File: config.mk
export PLATFORM = sky130hd
export DESIGN_NAME = dac_frame_ctrl
export DESIGN_NICKNAME = d
export VERILOG_FILES = /design/src/rtl/dac_pkg.sv /design/src/rtl/dac_frame_ctrl.sv
export SDC_FILE = /design/constraint.sdc
export NUM_CORES = 1
export LEC_CHECK = 0
export CAP_MARGIN = 20
export CORE_MARGIN = 1
export CORE_UTILIZATION = 47
export DETAILED_ROUTE_END_ITERATION = 12
export PLACE_DENSITY_LB_ADDON = 0.1
export SYNTH_ARGS = -nofsm -noshare
export SYNTH_HDL_FRONTEND = slang
export SYNTH_SLANG_ARGS = --single-unit
File: constraint.sdc
create_clock -name sclk -period 2.08 [get_ports sclk]
set_input_delay 0.416 -clock sclk [delete_from_list [all_inputs] [get_ports sclk]]
set_output_delay 0.416 -clock sclk [all_outputs]
set_load 0.01 [all_outputs]
File: src/rtl/dac_pkg.sv
// dac_pkg: shared state encoding and default geometry for the DAC frame controller.
package dac_pkg;
  typedef enum logic [1:0] {IDLE, LOAD, SHIFT, GAP} state_t;
  localparam int DAC_DATA_W  = 12;
  localparam int DAC_FRAME_W = 16;
  localparam int DAC_GAP_DEF = 2;
endpackage

File: src/rtl/dac_frame_ctrl.sv
// dac_frame_ctrl: sample handshake, load/shift control and frame sync for the DAC shift register.
// Optional DAC_FRAME_SKID_EN adds a one-entry skid buffer so frames run back-to-back without IDLE.
module dac_frame_ctrl
  import dac_pkg::*;
#(
  parameter int DATA_W     = DAC_DATA_W,
  parameter int FRAME_W    = DAC_FRAME_W,
  parameter int GAP_CYCLES = DAC_GAP_DEF
) (
  input  logic              sclk,
  input  logic              rst_n,
  input  logic [DATA_W-1:0] sample_in,
  input  logic              sample_valid,
  output logic              sample_ready,
  output logic [DATA_W-1:0] dac_data,
  output logic              desp_enable,
  output logic              sync_n,
  output logic              busy,
  output logic              frame_done
);
  localparam int CW = $clog2(FRAME_W);
  localparam int GW = GAP_CYCLES > 1 ? $clog2(GAP_CYCLES) : 1;
  state_t state, state_n;
  logic [CW-1:0] bit_cnt;
  logic [GW-1:0] gap_cnt;
  logic accept, bit_last, gap_last, gap_end, reload, ready_n;
  assign accept   = sample_valid & sample_ready;
  assign bit_last = bit_cnt == CW'(FRAME_W - 1);
  assign gap_last = gap_cnt == GW'(GAP_CYCLES - 1);
  assign gap_end  = state == GAP && gap_last;
  always_comb begin
    state_n = state;
    unique case (state)
      IDLE:    state_n = accept ? LOAD : IDLE;
      LOAD:    state_n = SHIFT;
      SHIFT:   state_n = bit_last ? GAP : SHIFT;
      GAP:     state_n = gap_last ? (reload ? LOAD : IDLE) : GAP;
      default: state_n = IDLE;
    endcase
  end
`ifdef DAC_FRAME_SKID_EN
  logic              skid_full;
  logic [DATA_W-1:0] skid_data;
  assign reload  = gap_end && (skid_full || accept);
  assign ready_n = gap_end || !(skid_full || (accept && state != IDLE));
  always_ff @(posedge sclk or negedge rst_n) begin
    if (!rst_n) begin
      skid_full <= 1'b0;
      skid_data <= '0;
      dac_data  <= '0;
    end else begin
      if (accept && state != IDLE && !gap_end) begin
        skid_full <= 1'b1;
        skid_data <= sample_in;
      end else if (gap_end) begin
        skid_full <= 1'b0;
      end
      // A buffered sample wins at frame end; otherwise only a direct acceptance updates dac_data.
      if (gap_end && skid_full) dac_data <= skid_data;
      else if (accept && (state == IDLE || gap_end)) dac_data <= sample_in;
    end
  end
`else
  assign reload  = 1'b0;
  assign ready_n = state_n == IDLE;
  always_ff @(posedge sclk or negedge rst_n) begin
    if (!rst_n) dac_data <= '0;
    else if (accept) dac_data <= sample_in;
  end
`endif
  // Outputs are registered decodes of the current state, lagging it by one cycle.
  always_ff @(posedge sclk or negedge rst_n) begin
    if (!rst_n) begin
      state        <= IDLE;
      bit_cnt      <= '0;
      gap_cnt      <= '0;
      sample_ready <= 1'b0;
      desp_enable  <= 1'b0;
      sync_n       <= 1'b1;
      busy         <= 1'b0;
      frame_done   <= 1'b0;
    end else begin
      state        <= state_n;
      bit_cnt      <= state == SHIFT ? (bit_last ? bit_cnt : bit_cnt + 1'b1) : '0;
      gap_cnt      <= state == GAP ? (gap_last ? gap_cnt : gap_cnt + 1'b1) : '0;
      sample_ready <= ready_n;
      desp_enable  <= state == SHIFT;
      sync_n       <= state != SHIFT;
      busy         <= state != IDLE;
      frame_done   <= state == GAP && gap_cnt == '0;
    end
  end
endmodule

==> run_results.csv <==
group,metric,value,unit
yosys,synth.top_cell.area_share,59.59,%
detailed_routing,vias_per_cell,5.016,
clocking,post-cts-setup-buffers,0,
clocking,postCtsHoldBufs,0,
cells_and_area,antennaDiodeCount,0,
clocking,cts_buffers,3,
power_and_ir_drop,swShare,29.38,%
yosys,synth_area_leaders,"dfrtp_1, mux2_4, mux2_2, dfstp_2, nand3b_1",
worst_setup_path,crit_cells,1,
detailed_routing,ant_nets,0,
die,core_area,1942,µm²
status,status,"finished, final reports clean",
grt,grt_max_degree,25,
yosys,synth_top_area_cell,"dfrtp_1",
hold_path,hp-class,"input port to asynchronous set/reset pin",
power_and_ir_drop,pwr-share-comb,42.8,%
clocking,clk_latency,0.30,ns
power_and_ir_drop,powerDensity,1510,nW/µm²
grt,grt_overflow,0,
worst_setup_path,crit_buf_inv,1,
sta,final_hold_viol_count,0,
worst_setup_path,reg2reg_from,"bit_cnt[0]",
power_and_ir_drop,p_int,0.001439,W
clocking,cts_resized,0,
worst_setup_path,reg2reg_setup_slack,0.82,ns
power_and_ir_drop,net-switching-power,0.0005988,W
grt,grtUsageTotal,16.03,%
grt,use_met2,25.48,%
grt,use_met3,4.615,%
die,row_count,16,
place,routabilityCongestion,0.6659,
worst_setup_path,worstPathMaxFanout,1,
yosys,syn_avg_cell_area,15.33,µm²
sta,relSlewSlack,80.65,%
clocking,cts_tree,"built",
sta,tns,0,ns
detailed_routing,drc,0,
cells_and_area,layout-drive-gt1-share,20.41,%
worst_setup_path,slowest_stage,"dfstp_2",
sta,finalWorstSetupSlack,0.2948,ns
yosys,syn-cell-area,965.9,µm²
sta,period_share,85.83,%
die,start_util,49.74,%
grt,grt_pass1_wl,2428,µm
worst_setup_path,r2r_end,"bit_cnt[3]",
power_and_ir_drop,p_leak,0.5886,nW
sta,tightest_slew,0.2903,ns
yosys,synth_nets,79,
sta,slew_violations,0,
place,pre_cts_slack,0.4173,ns
worst_setup_path,arrival,1.37,ns
worst_setup_path,critical_path.top_delay_family,"flip-flops",
worst_setup_path,cp-start-kind,"register",
die,pin_count,32,
worst_setup_path,worstSetupEndpoint,"sync_n",
worst_setup_path,worstSetupPathType,"register to output port",
detailed_routing,vias,627,
die,dieHeight,47.34,µm
sta,rsz0062_at_grt,"no",
yosys,synth_warnings,0,
power_and_ir_drop,seqPwrFrac,41.1,%
worst_setup_path,max_stage_delay,0.54,ns
grt,busiest_layer,"met2",
yosys,synth-seq-area-share,62.31,%
clocking,clock_sinks,24,
die,fp.dieW,47.34,µm
grt,use_met1,20.34,%
grt,antenna_found_initial,0,
yosys,syn_inst,63,
sta,post-route-min-period,1.785,ns
detailed_routing,first_pass_iters,4,
clocking,cts_buffer_depth,2,
worst_setup_path,path_cells,"clkdlybuf4s50_1",
worst_setup_path,required,1.66,ns
cells_and_area,final_nets,115,
worst_setup_path,r2r_cells,3,
clocking,clk_pin_slew,0.13,ns
sta,max_freq,0.5602,GHz
place,dp_hpwl,1219,µm
clocking,cts-root-buf,"clkbuf_4",
detailed_routing,routed_wl,1711,µm
clocking,cts-htree-levels,1,
cells_and_area,final_core_util,69.52,%
worst_setup_path,crit_start,"sync_n",
job,maxCapViolCount,0,
die,die_area,2241,µm²
sta,setup_violations,0,
worst_setup_path,critPathCaptureType,"output port",
power_and_ir_drop,ir_drop,0.8587,mV
yosys,synth-seq-cells,24,
sta,finalClockSkew,0.003291,ns
detailed_routing,drtIter0Drc,9,
power_and_ir_drop,clkPwrFrac,16.0,%
cells_and_area,syn_to_final_growth,39.77,%
yosys,synth.distinct_cells,26,
detailed_routing,wl_per_cell,13.69,µm
place,port_buffers,31,
grt,grt_pass1_vias,553,
==> registers in the layout (all words and copies together), names as in the netlist <==
name and flops:
busy 1, state 2, sync_n 1, dac_data 12, gap_cnt 1, bit_cnt 4, desp_enable 1, frame_done 1
sample_ready 1
==> cell type report <==
class                      count  area, µm²
clock buffer                   3      22.52
clock inverter                 1      30.03
fill                         165      591.8
inverter                       2      7.507
multi-input combinational     36      336.6
sequential                    24      601.8
tap                           27      33.78
timing repair buffer          32      317.8
==> how the worst min path moves through the flow <==
stage | start | endpoint | slack, ns | cells past startpoint
after floorplan | rst_n | bit_cnt[0] | 0.12 | 0
after global placement | dac_data[0] | dac_data[0] | 0.49 | 1
after detailed placement | dac_data[5] | dac_data[5] | 0.49 | 1
after CTS | rst_n | dac_data[5] | 0.45 | 2
after global routing | rst_n | dac_data[5] | 0.48 | 2
final | rst_n | dac_data[5] | 0.46 | 2
==> power by group through the flow <==
| stage | Clock, W | Combinational, W | Sequential [W] |
|---|---|---|---|
| floorplan | 0 | 0.000422 | 0.000895 |
| global placement | 0 | 0.000858 | 0.000836 |
| detailed placement | 0 | 0.000876 | 0.000848 |
| CTS | 0.000336 | 0.000886 | 0.000839 |
| global route | 0.000349 | 0.000949 | 0.000865 |
| finish | 0.000327 | 0.000873 | 0.000838 |
==> metrics by stage <==
| step | cell area (µm²) | hold slack [ns] | total power (W) | instances |
|---|---|---|---|---|
| 2_1_floorplan | 965.9 | 0.1204 | 0.001317 | 63 |
| 3_3_place_gp | 1297 | 0.4912 | 0.001694 | 121 |
| 3_5_place_dp | 1297 | 0.4912 | 0.001724 | 121 |
| 4_1_cts | 1350 | 0.4543 | 0.002061 | 125 |
| 5_1_grt | 1350 | 0.4787 | 0.002163 | 125 |
| 6_report | 1350 | 0.4552 | 0.002038 | 125 |
==> synthesized netlist by cell type <==
| cell type | number |
|---|---|
| ha_1 | 1 |
| dfstp_2 | 1 |
| nand3b_1 | 3 |
| nor3_1 | 1 |
| a21oi_1 | 1 |
| o221ai_1 | 1 |
| nand2_1 | 1 |
| and2_1 | 2 |
| a211oi_1 | 1 |
| dfrtp_1 | 23 |
| a31oi_1 | 1 |
| nand4_1 | 1 |
| o21ai_0 | 1 |
| nor2_1 | 1 |
| nand3_1 | 2 |
| and3b_1 | 1 |
| a31o_2 | 1 |
| mux2_4 | 9 |
| inv_1 | 2 |
| and2_4 | 1 |
| buf_12 | 1 |
| or2_1 | 1 |
| nand2b_1 | 1 |
| mux2_2 | 3 |
| mux2i_1 | 1 |
| and4b_1 | 1 |
==> cell families after synthesis <==
kind of cell,count (synthesis),synth area share (%)
buffers and inverters,3,2.850
AND/OR/NAND/NOR,16,10.75
adder cells (fa/ha/maj),1,1.295
multiplexers,13,18.52
AO/OA/AOI/OAI,6,4.275
flip-flops,24,62.31
==> metal layers <==
metal	part of all wire, %	wire (µm)
met4	0.70	12
met5	0	0
met3	8.1	138
met2	47	805
met1	44	755
==> cell usage in the layout, fill, tap and decap left out, types with 2 or more instances in the layout <==
cell type        netlist  layout
and2_1                 2       2
clkbuf_4               0       3
clkdlybuf4s50_1        0      31
dfrtp_1               23      23
inv_1                  2       2
mux2_2                 3       3
mux2_4                 9       9
nand3_1                2       2
nand3b_1               3       3
No activity file was read; power rests on OpenSTA's default activity.
